--- config.mk ---
export PLATFORM = sky130hd
export DESIGN_NAME = uart_tx_arb
export DESIGN_NICKNAME = d
export VERILOG_FILES = /design/src/rtl/uart_arb_pkg.sv /design/src/rtl/uart_tx_arb_rr_pick.sv /design/src/rtl/uart_tx_arb.sv
export SDC_FILE = /design/constraint.sdc
export NUM_CORES = 1
export LEC_CHECK = 0
export BUFFER_PORTS_ARGS = -buffer_cell sky130_fd_sc_hd__buf_2
export CORE_MARGIN = 1
export CORE_UTILIZATION = 54
export DETAILED_ROUTE_END_ITERATION = 10
export HOLD_SLACK_MARGIN = 0.08
export PLACE_DENSITY_LB_ADDON = 0.15
export SLEW_MARGIN = 20
export SYNTH_ARGS = -nofsm -noshare
export SYNTH_HDL_FRONTEND = slang
export SYNTH_HIERARCHICAL = 1
export SYNTH_SLANG_ARGS = --single-unit
--- constraint.sdc ---
create_clock -name i_clk -period 4.9 [get_ports i_clk]
set_input_delay 0.98 -clock i_clk [delete_from_list [all_inputs] [get_ports i_clk]]
set_output_delay 0.98 -clock i_clk [all_outputs]
set_load 0.05 [all_outputs]
--- src/rtl/uart_arb_pkg.sv ---
// Shared definitions for the UART transmit arbiter: FSM state encoding,
// header byte base, and an index-width helper.
// Optional feature macro: UART_ARB_HDR_EN (header byte before each packet).
package uart_arb_pkg;

  typedef enum logic [1:0] {
    IDLE = 2'd0,
    HDR  = 2'd1,
    DATA = 2'd2,
    GAP  = 2'd3
  } arb_state_e;

  // Header byte is HDR_BASE with the owning channel index OR-ed into the low bits
  localparam logic [7:0] HDR_BASE = 8'hA0;

  // Width needed to hold an index in 0..n-1, never less than one bit
  function automatic int idx_w(input int n);
    return (n > 1) ? $clog2(n) : 1;
  endfunction

endpackage

--- src/rtl/uart_tx_arb_rr_pick.sv ---
// Combinational round-robin selector. The search starts one past the last
// granted channel and wraps, so the most recently served channel has the
// lowest priority. Output is one-hot, or all zero when nothing requests.
module rr_pick
  import uart_arb_pkg::*;
#(
  parameter  int N_CH = 4,
  localparam int IW   = idx_w(N_CH)
) (
  input  logic [N_CH-1:0] i_req,
  input  logic [IW-1:0]   i_last,
  output logic [N_CH-1:0] o_gnt
);

  logic          found;
  logic [IW-1:0] idx;

  // Walk channels last+1 .. last+N_CH (mod N_CH); first requester wins
  always_comb begin
    o_gnt = '0;
    found = 1'b0;
    idx   = '0;
    for (int i = 1; i <= N_CH; i++) begin
      idx = IW'((int'(i_last) + i) % N_CH);
      if (!found && i_req[idx]) begin
        o_gnt[idx] = 1'b1;
        found      = 1'b1;
      end
    end
  end

endmodule

--- src/rtl/uart_tx_arb.sv ---
// Arbitrates N_CH byte-stream requesters onto one UART transmitter.
// A granted channel owns the link for a whole packet (until a last byte or
// MAX_LEN bytes), then the link idles for GAP_CYC cycles before the next
// round-robin grant. Owner stalls are waited out; no preemption.
// Optional feature macro: UART_ARB_HDR_EN -- when defined, each packet is
// preceded by a header byte HDR_BASE | channel index.
module uart_tx_arb
  import uart_arb_pkg::*;
#(
  parameter int N_CH     = 4,
  parameter int DATA_BIT = 8,
  parameter int MAX_LEN  = 64,
  parameter int GAP_CYC  = 16
) (
  input  logic                     i_clk,
  input  logic                     i_rst_n,
  input  logic [N_CH-1:0]          i_req_valid,
  input  logic [N_CH*DATA_BIT-1:0] i_req_data,
  input  logic [N_CH-1:0]          i_req_last,
  output logic [N_CH-1:0]          o_req_ready,
  output logic [DATA_BIT-1:0]      o_tx_data,
  output logic                     o_tx_valid,
  input  logic                     i_tx_ready,
  output logic [N_CH-1:0]          o_grant,
  output logic                     o_busy,
  output logic                     o_err_len
);

  localparam int IW = idx_w(N_CH);
  localparam int CW = $clog2(MAX_LEN + 1);
  localparam int GW = idx_w(GAP_CYC + 1);

  arb_state_e          state, state_n;
  logic [N_CH-1:0]     grant, grant_n;
  logic [IW-1:0]       gidx, gidx_n;
  logic [IW-1:0]       last_grant, last_n;
  logic [CW-1:0]       byte_cnt, cnt_n, cnt_inc;
  logic [GW-1:0]       gap_cnt, gap_n;

  logic [N_CH-1:0]     pick;
  logic [IW-1:0]       pick_idx;
  logic                own_vld, own_last, accept;
  logic [DATA_BIT-1:0] own_data;

  rr_pick #(.N_CH(N_CH)) u_pick (
    .i_req  (i_req_valid),
    .i_last (last_grant),
    .o_gnt  (pick)
  );

  // One-hot pick to index, so the grant index is registered alongside the mask
  always_comb begin
    pick_idx = '0;
    for (int i = 0; i < N_CH; i++)
      if (pick[i]) pick_idx = IW'(i);
  end

  // Granted channel's request, muxed straight through to the UART side
  assign own_vld  = i_req_valid[gidx];
  assign own_last = i_req_last[gidx];
  assign own_data = i_req_data[int'(gidx)*DATA_BIT +: DATA_BIT];
  assign cnt_inc  = byte_cnt + 1'b1;

  // Next-state and link outputs; registers hold unless a case overrides
  always_comb begin
    state_n    = state;
    grant_n    = grant;
    gidx_n     = gidx;
    last_n     = last_grant;
    cnt_n      = byte_cnt;
    gap_n      = gap_cnt;
    o_tx_valid = 1'b0;
    o_tx_data  = '0;
    accept     = 1'b0;
    o_err_len  = 1'b0;
    case (state)
      IDLE: begin
        if (|i_req_valid) begin
          grant_n = pick;
          gidx_n  = pick_idx;
          cnt_n   = '0;
`ifdef UART_ARB_HDR_EN
          state_n = HDR;
`else
          state_n = DATA;
`endif
        end
      end
`ifdef UART_ARB_HDR_EN
      HDR: begin
        o_tx_valid = 1'b1;
        o_tx_data  = DATA_BIT'(HDR_BASE) | DATA_BIT'(gidx);
        if (i_tx_ready) state_n = DATA;
      end
`endif
      DATA: begin
        // A dropped valid simply stalls here with the grant held
        o_tx_valid = own_vld;
        o_tx_data  = own_data;
        accept     = i_tx_ready & own_vld;
        if (accept) begin
          cnt_n = cnt_inc;
          if (own_last || cnt_inc == CW'(MAX_LEN)) begin
            o_err_len = ~own_last;
            last_n    = gidx;
            grant_n   = '0;
            if (GAP_CYC > 0) begin
              state_n = GAP;
              gap_n   = GW'(GAP_CYC - 1);
            end else begin
              state_n = IDLE;
            end
          end
        end
      end
      GAP: begin
        if (gap_cnt == '0) state_n = IDLE;
        else               gap_n   = gap_cnt - 1'b1;
      end
      default: state_n = IDLE;
    endcase
  end

  // State and bookkeeping registers; reset leaves channel 0 next in line
  always_ff @(posedge i_clk or negedge i_rst_n) begin
    if (!i_rst_n) begin
      state      <= IDLE;
      grant      <= '0;
      gidx       <= '0;
      last_grant <= IW'(N_CH - 1);
      byte_cnt   <= '0;
      gap_cnt    <= '0;
    end else begin
      state      <= state_n;
      grant      <= grant_n;
      gidx       <= gidx_n;
      last_grant <= last_n;
      byte_cnt   <= cnt_n;
      gap_cnt    <= gap_n;
    end
  end

  assign o_req_ready = accept ? grant : '0;
  assign o_grant     = grant;
  assign o_busy      = (state != IDLE);

endmodule

After elaboration in Yosys (flattened, before gate mapping)
Cells that the tools add are included.
- add/sub/neg operators: 6
- $lt $le $gt $ge: 9
- equality and inequality tests: 8
- shift-type cells: 1
- muxes and demuxes: 53
- bitwise operators: 5
- reduce and logical (&&, ||, !) cells: 23
- operator list (cell ; count):
    2-to-1 mux 4 bit ; 8
    indexed part select 32 x 6 -> 8 bit ; 1
    2-to-1 mux 1 bit ; 19
    < comparator 2 x 3 -> 1 bit, second input constant ; 5
    2-to-1 mux 5 bit ; 3
    2-to-1 mux 7 bit ; 2
    case mux 7 bit (2 select lines) ; 1
    binary-select mux 1 bit (select 2 bit) ; 6
    2-to-1 mux 2 bit ; 6
    OR 4 bit ; 3
    AND reduction 4 bit ; 3
    inequality test 2 bit, second input constant ; 5
    case mux 5 bit (2 select lines) ; 1
    demux 1 bit (select 2 bit) ; 4
    greater-or-equal comparator 2 x 1 -> 1 bit, second input constant ; 4
    2-to-1 mux 8 bit ; 1
    case mux 4 bit (2 select lines) ; 1
    adder 7 x 1 -> 7 bit, second input constant ; 1
    == test 7 bit, second input constant ; 1
    logical AND 1 bit ; 7
    case mux 2 bit (3 select lines) ; 1
    AND reduction 3 bit ; 2
    nonzero test 2 bit ; 3
    zero test 5 bit ; 1
    other kinds (11) ; 16
- register bits after elaboration: 22
- input port bits: 43
- output and inout port bits: 19
- word-level logic and storage cells: 111

Depth between registers and ports, before layout
- word-level depth: 16
- mapped depth: 10

Cells and area by module
The synthesis kept the hierarchy.
- modules (own cells, without submodules) (module ; instances ; cells each ; area each (um2) ; sequential area each (um2)):
    uart_tx_arb ; 1 ; 144 ; 1451.4 ; 553.0
    rr_pick ; 1 ; 38 ; 357.8 ; 0.0

Worst setup path before layout
No wires, ideal clock.
- kind: in2out
- from: input i_req_valid[1]
- to: output o_err_len
- arrival time: 2.267 ns
- data required time: 3.920 ns
- slack: 1.653 ns
- stages on the path: 5
- buffers on the path: 1
- path through: mux4_2 and3_1 buf_2 nand2_1 nor2_1
- word-level cells in the longest chain between the ends: 5
- ends and longest elaborated chain (element ; line ; RTL):
    start: declaration ; uart_tx_arb.sv:17 ; input logic [N_CH-1:0] i_req_valid,
    binary-select mux 1 bit (select 2 bit) ; uart_tx_arb.sv:59 ; assign own_vld = i_req_valid[gidx];
    2-to-1 mux 1 bit (implied by the code) ; uart_tx_arb.sv:59 ;
    AND 1 bit ; uart_tx_arb.sv:100 ; accept = i_tx_ready & own_vld;
    2-to-1 mux 1 bit ; uart_tx_arb.sv:101 ; if (accept) begin
    2-to-1 mux 1 bit ; uart_tx_arb.sv:76 ; case (state)
    end: declaration ; uart_tx_arb.sv:26 ; output logic o_err_len
No other way between the ends. The select of a mux whose other input is x is not followed.

Worst setup path after layout
- from: register gidx[0]
- to: output o_req_ready[2]
- word-level cells in the longest chain between the ends: 5
- ends and longest elaborated chain (element ; line ; RTL):
    start: declaration ; uart_tx_arb.sv:35 ; logic [IW-1:0] gidx, gidx_n;
    start signal: assignment ; uart_tx_arb.sv:136 ; gidx <= gidx_n;
    binary-select mux 1 bit (select 2 bit) ; uart_tx_arb.sv:59 ;
    2-to-1 mux 1 bit (implied by the code) ; uart_tx_arb.sv:59 ;
    AND 1 bit ; uart_tx_arb.sv:100 ;
    2-to-1 mux 1 bit ; uart_tx_arb.sv:76 ;
    2-to-1 mux 4 bit ; uart_tx_arb.sv:143 ; assign o_req_ready = accept ? grant : '0;
    end: declaration ; uart_tx_arb.sv:20 ; output logic [N_CH-1:0] o_req_ready,
No other way between the ends. The select of a mux whose other input is x is not followed.

==> flow_metrics.py <==
metrics = {
    "status": {
        "status": "completed",
    },
    "sta": {
        "min_period_ns": 3.408,
        "setup_viol": 0,
        "hold_slack_ns": 0.5294,
        "fin_tns_setup_ns": 0,
        "slew_headroom": 0.4493,
        "grt_setup_unrepaired": "no",
        "fmax_mhz": 293.4,
        "worst-slew-pin-transition_ns": 0.8185,
        "period_share": 0.6956,
        "maxSlewViolCount": 0,
        "fin_skew_ns": 0.001084,
        "finalHoldViolCount": 0,
    },
    "worst_setup_path": {
        "r2r_end": "gidx[0]$_DFFE_PN0P_",
        "cp-end-kind": "primary output",
        "worstPathRequired_ns": 3.92,
        "crit_start": "gidx[0]$_DFFE_PN0P_",
        "ff2ff_setup_slack_ns": 2.14,
        "arrival_ns": 2.43,
        "r2r_cells": 9,
        "path_max_fanout": 12,
        "r2r-start": "last_grant[0]$_DFFE_PN1P_",
        "cp-endpoint": "o_req_ready[2]",
        "cp-start-kind": "flip-flop",
        "crit_type": "reg -> out",
    },
    "routing": {
        "ant_nets": 0,
        "viasPerCell": 5.650,
        "avgRoutedWirePerCell_um": 13.60,
        "drt_iter0_drc": 57,
        "drcViolationCount": 0,
        "drtPass1Iterations": 4,
        "via_count": 1616,
        "routed_wl_um": 3890,
    },
    "cts": {
        "insertion_delay_ns": 0.31,
        "cts.clk_slew.worst_paths_ns": 0.12,
        "tritoncts": "done",
        "cts.htree.levels": 1,
        "post_cts.repair.setup_buffers": 0,
        "cts-resized-gates": 0,
        "numCtsBuffers": 3,
        "root_buffer": "clkbuf_4",
        "clock_sinks": 22,
        "postCtsHoldBufs": 0,
        "clock_path_buffers": 2,
    },
    "worst_hold_path": {
        "hold_class": "reg -> reg",
    },
    "place": {
        "placed_area_um2": 2141,
        "place_congestion": 0.8242,
        "hpwl_um": 3029,
        "dp_cells": 282,
        "io_buffers": 61,
    },
    "synth": {
        "ys_warn_count": 6,
        "syn_nets": 236,
        "synth_cell_types": 42,
        "synth_top_area_cell": "dfrtp_1",
        "ys_seq_elements": 22,
        "synth_area_leaders": "dfrtp_1, mux4_2, ha_1",
        "syn-cell-area_um2": 1809,
        "synth_top_area_frac": 0.2766,
        "seq_area_frac_synth": 0.3057,
        "syn_avg_cell_area_um2": 9.941,
        "netlist_instances": 182,
    },
    "global_routing": {
        "grt_usage": 0.2390,
        "met2_usage": 0.4206,
        "grt-ovfl-total": 0,
        "grt_busiest_layer": "met2",
        "grt_pass1_wl_um": 6417,
        "grt_use_met1": 0.2956,
        "antenna_found_initial": 0,
        "grt_pass1_vias": 1510,
        "grt_max_degree": 23,
        "grtUsageMet3": 0.04978,
    },
    "layout": {
        "nets": 297,
        "finish.instance_area_um2": 2177,
        "syn_to_final_growth_pct": 20.33,
        "fin_cells": 286,
        "num-fill-cells": 263,
        "antenna_cells": 0,
        "drive_above_1_share": 0.3595,
    },
    "die": {
        "die_w_um": 59.88,
        "start_util": 0.5784,
        "fp.dieH_um": 59.88,
        "boundaryPins": 62,
        "coreArea_um2": 3128,
        "core.rowCount": 20,
        "die_area_um2": 3586,
    },
    "power": {
        "ir_worst_vdd_mv": 0.2740,
        "pwr_density_cell_nw_per_um2": 514.4,
        "p_leak_nw": 1.042,
    },
    "flow_run": {
        "maxCapViolations": 0,
    },
}
-- metal layers --
metal  vias up  wire (um)
met5         -          0
met4         0         26
met3         4        163
met2        33       1995
met1       783       1705
li1        796          -
-- through the flow --
step                       power, W  setup slack [ns]  utilization
final                      0.001120             1.492       0.6960
after global routing       0.001214             1.285       0.6960
after CTS                  0.001126             1.458       0.6960
after detailed placement   0.001025             1.589       0.6844
after global placement     0.001012             1.621       0.6844
after floorplan           0.0008910             1.653            -
-- logic make-up (layout without fill, tap and decap cells) --
logic type	after synthesis	after routing	share of synthesized area
XOR/XNOR	1	1	0.004842
buffers and inverters	18	78	0.04288
flip-flops	22	22	0.3057
multiplexers	17	17	0.1964
adder cells (fa/ha/maj)	11	11	0.07607
AO/OA/AOI/OAI	48	48	0.1687
AND/OR/NAND/NOR	65	65	0.2054
-- power by group --
group,internal (W),total (W),switching (W)
logic,0.000275,0.000684,0.000409
clock network,0.0000454,0.000101,0.0000554
registers,0.000240,0.000336,0.0000959
-- cells in the final DEF, fill, tap and decap left out, types with 3 or more instances in the layout --
master,count
mux4_2,12
nor3b_1,4
o211ai_1,5
ha_1,11
nand4_1,3
clkbuf_4,3
a22o_1,4
dfrtp_1,20
buf_2,61
a21oi_1,10
inv_1,13
o21ai_0,17
nand3_1,4
nor2_1,10
nand2_1,15
and2_1,14
-- synth_stat cells --
cell	number
nor4b_4	1
o31ai_1	2
a21oi_1	10
a21o_1	2
nand2b_1	2
inv_1	13
buf_6	1
a211oi_1	1
nor3b_1	4
nand4_1	3
ha_1	11
and2_1	14
nor4b_1	1
and3_1	2
or4b_1	1
nand2_1	15
nor3_1	1
nor2_1	10
dfrtp_1	20
o41ai_1	1
nor2_4	1
nor4_1	1
o21ai_0	17
or2_2	2
mux2_2	2
a31oi_1	2
clkbuf_1	2
mux2i_1	1
buf_2	2
o21ai_1	1
and2_0	1
xor2_1	1
mux4_1	2
nor2b_1	2
a211oi_2	1
mux4_2	12
a32oi_1	1
a22o_1	4
o211ai_1	5
o22ai_2	1
nand3_1	4
dfstp_2	2
-- how the worst min path moves through the flow --
stage	slack (ns)	cells past startpoint	end	from
2_1_floorplan	0.48	1	gap_cnt[0]$_DFFE_PN0P_	gap_cnt[0]$_DFFE_PN0P_
3_3_place_gp	0.50	1	o_grant[0]$_DFFE_PN0P_	o_grant[0]$_DFFE_PN0P_
3_5_place_dp	0.50	1	o_grant[0]$_DFFE_PN0P_	o_grant[0]$_DFFE_PN0P_
4_1_cts	0.53	1	o_grant[0]$_DFFE_PN0P_	o_grant[0]$_DFFE_PN0P_
5_1_grt	0.56	1	o_grant[3]$_DFFE_PN0P_	o_grant[3]$_DFFE_PN0P_
6_report	0.53	1	o_grant[0]$_DFFE_PN0P_	o_grant[0]$_DFFE_PN0P_
-- area by class of cell --
type	count	area, um2	area share
sequential	22	553.0	0.2540
tap	44	55.05	0.02529
inverter	13	48.80	0.02241
multi-input combinational	142	1179	0.5414
timing repair buffer	61	305.3	0.1402
clock buffer	4	36.28	0.01667
-- worst max-delay path, stage by stage, from the launching register on --
cell and delay (ns):
dfrtp_1 0.78, mux4_2 0.62, and3_1 0.32, and2_1 0.20
buf_2 0.20
-- flip-flops by register name, summed over array words and instances (netlist names) --
signal	cells
byte_cnt	7
gap_cnt	5
o_grant	4
gidx	2
last_grant	2
state	2
Power figures use the tool's default switching activity.
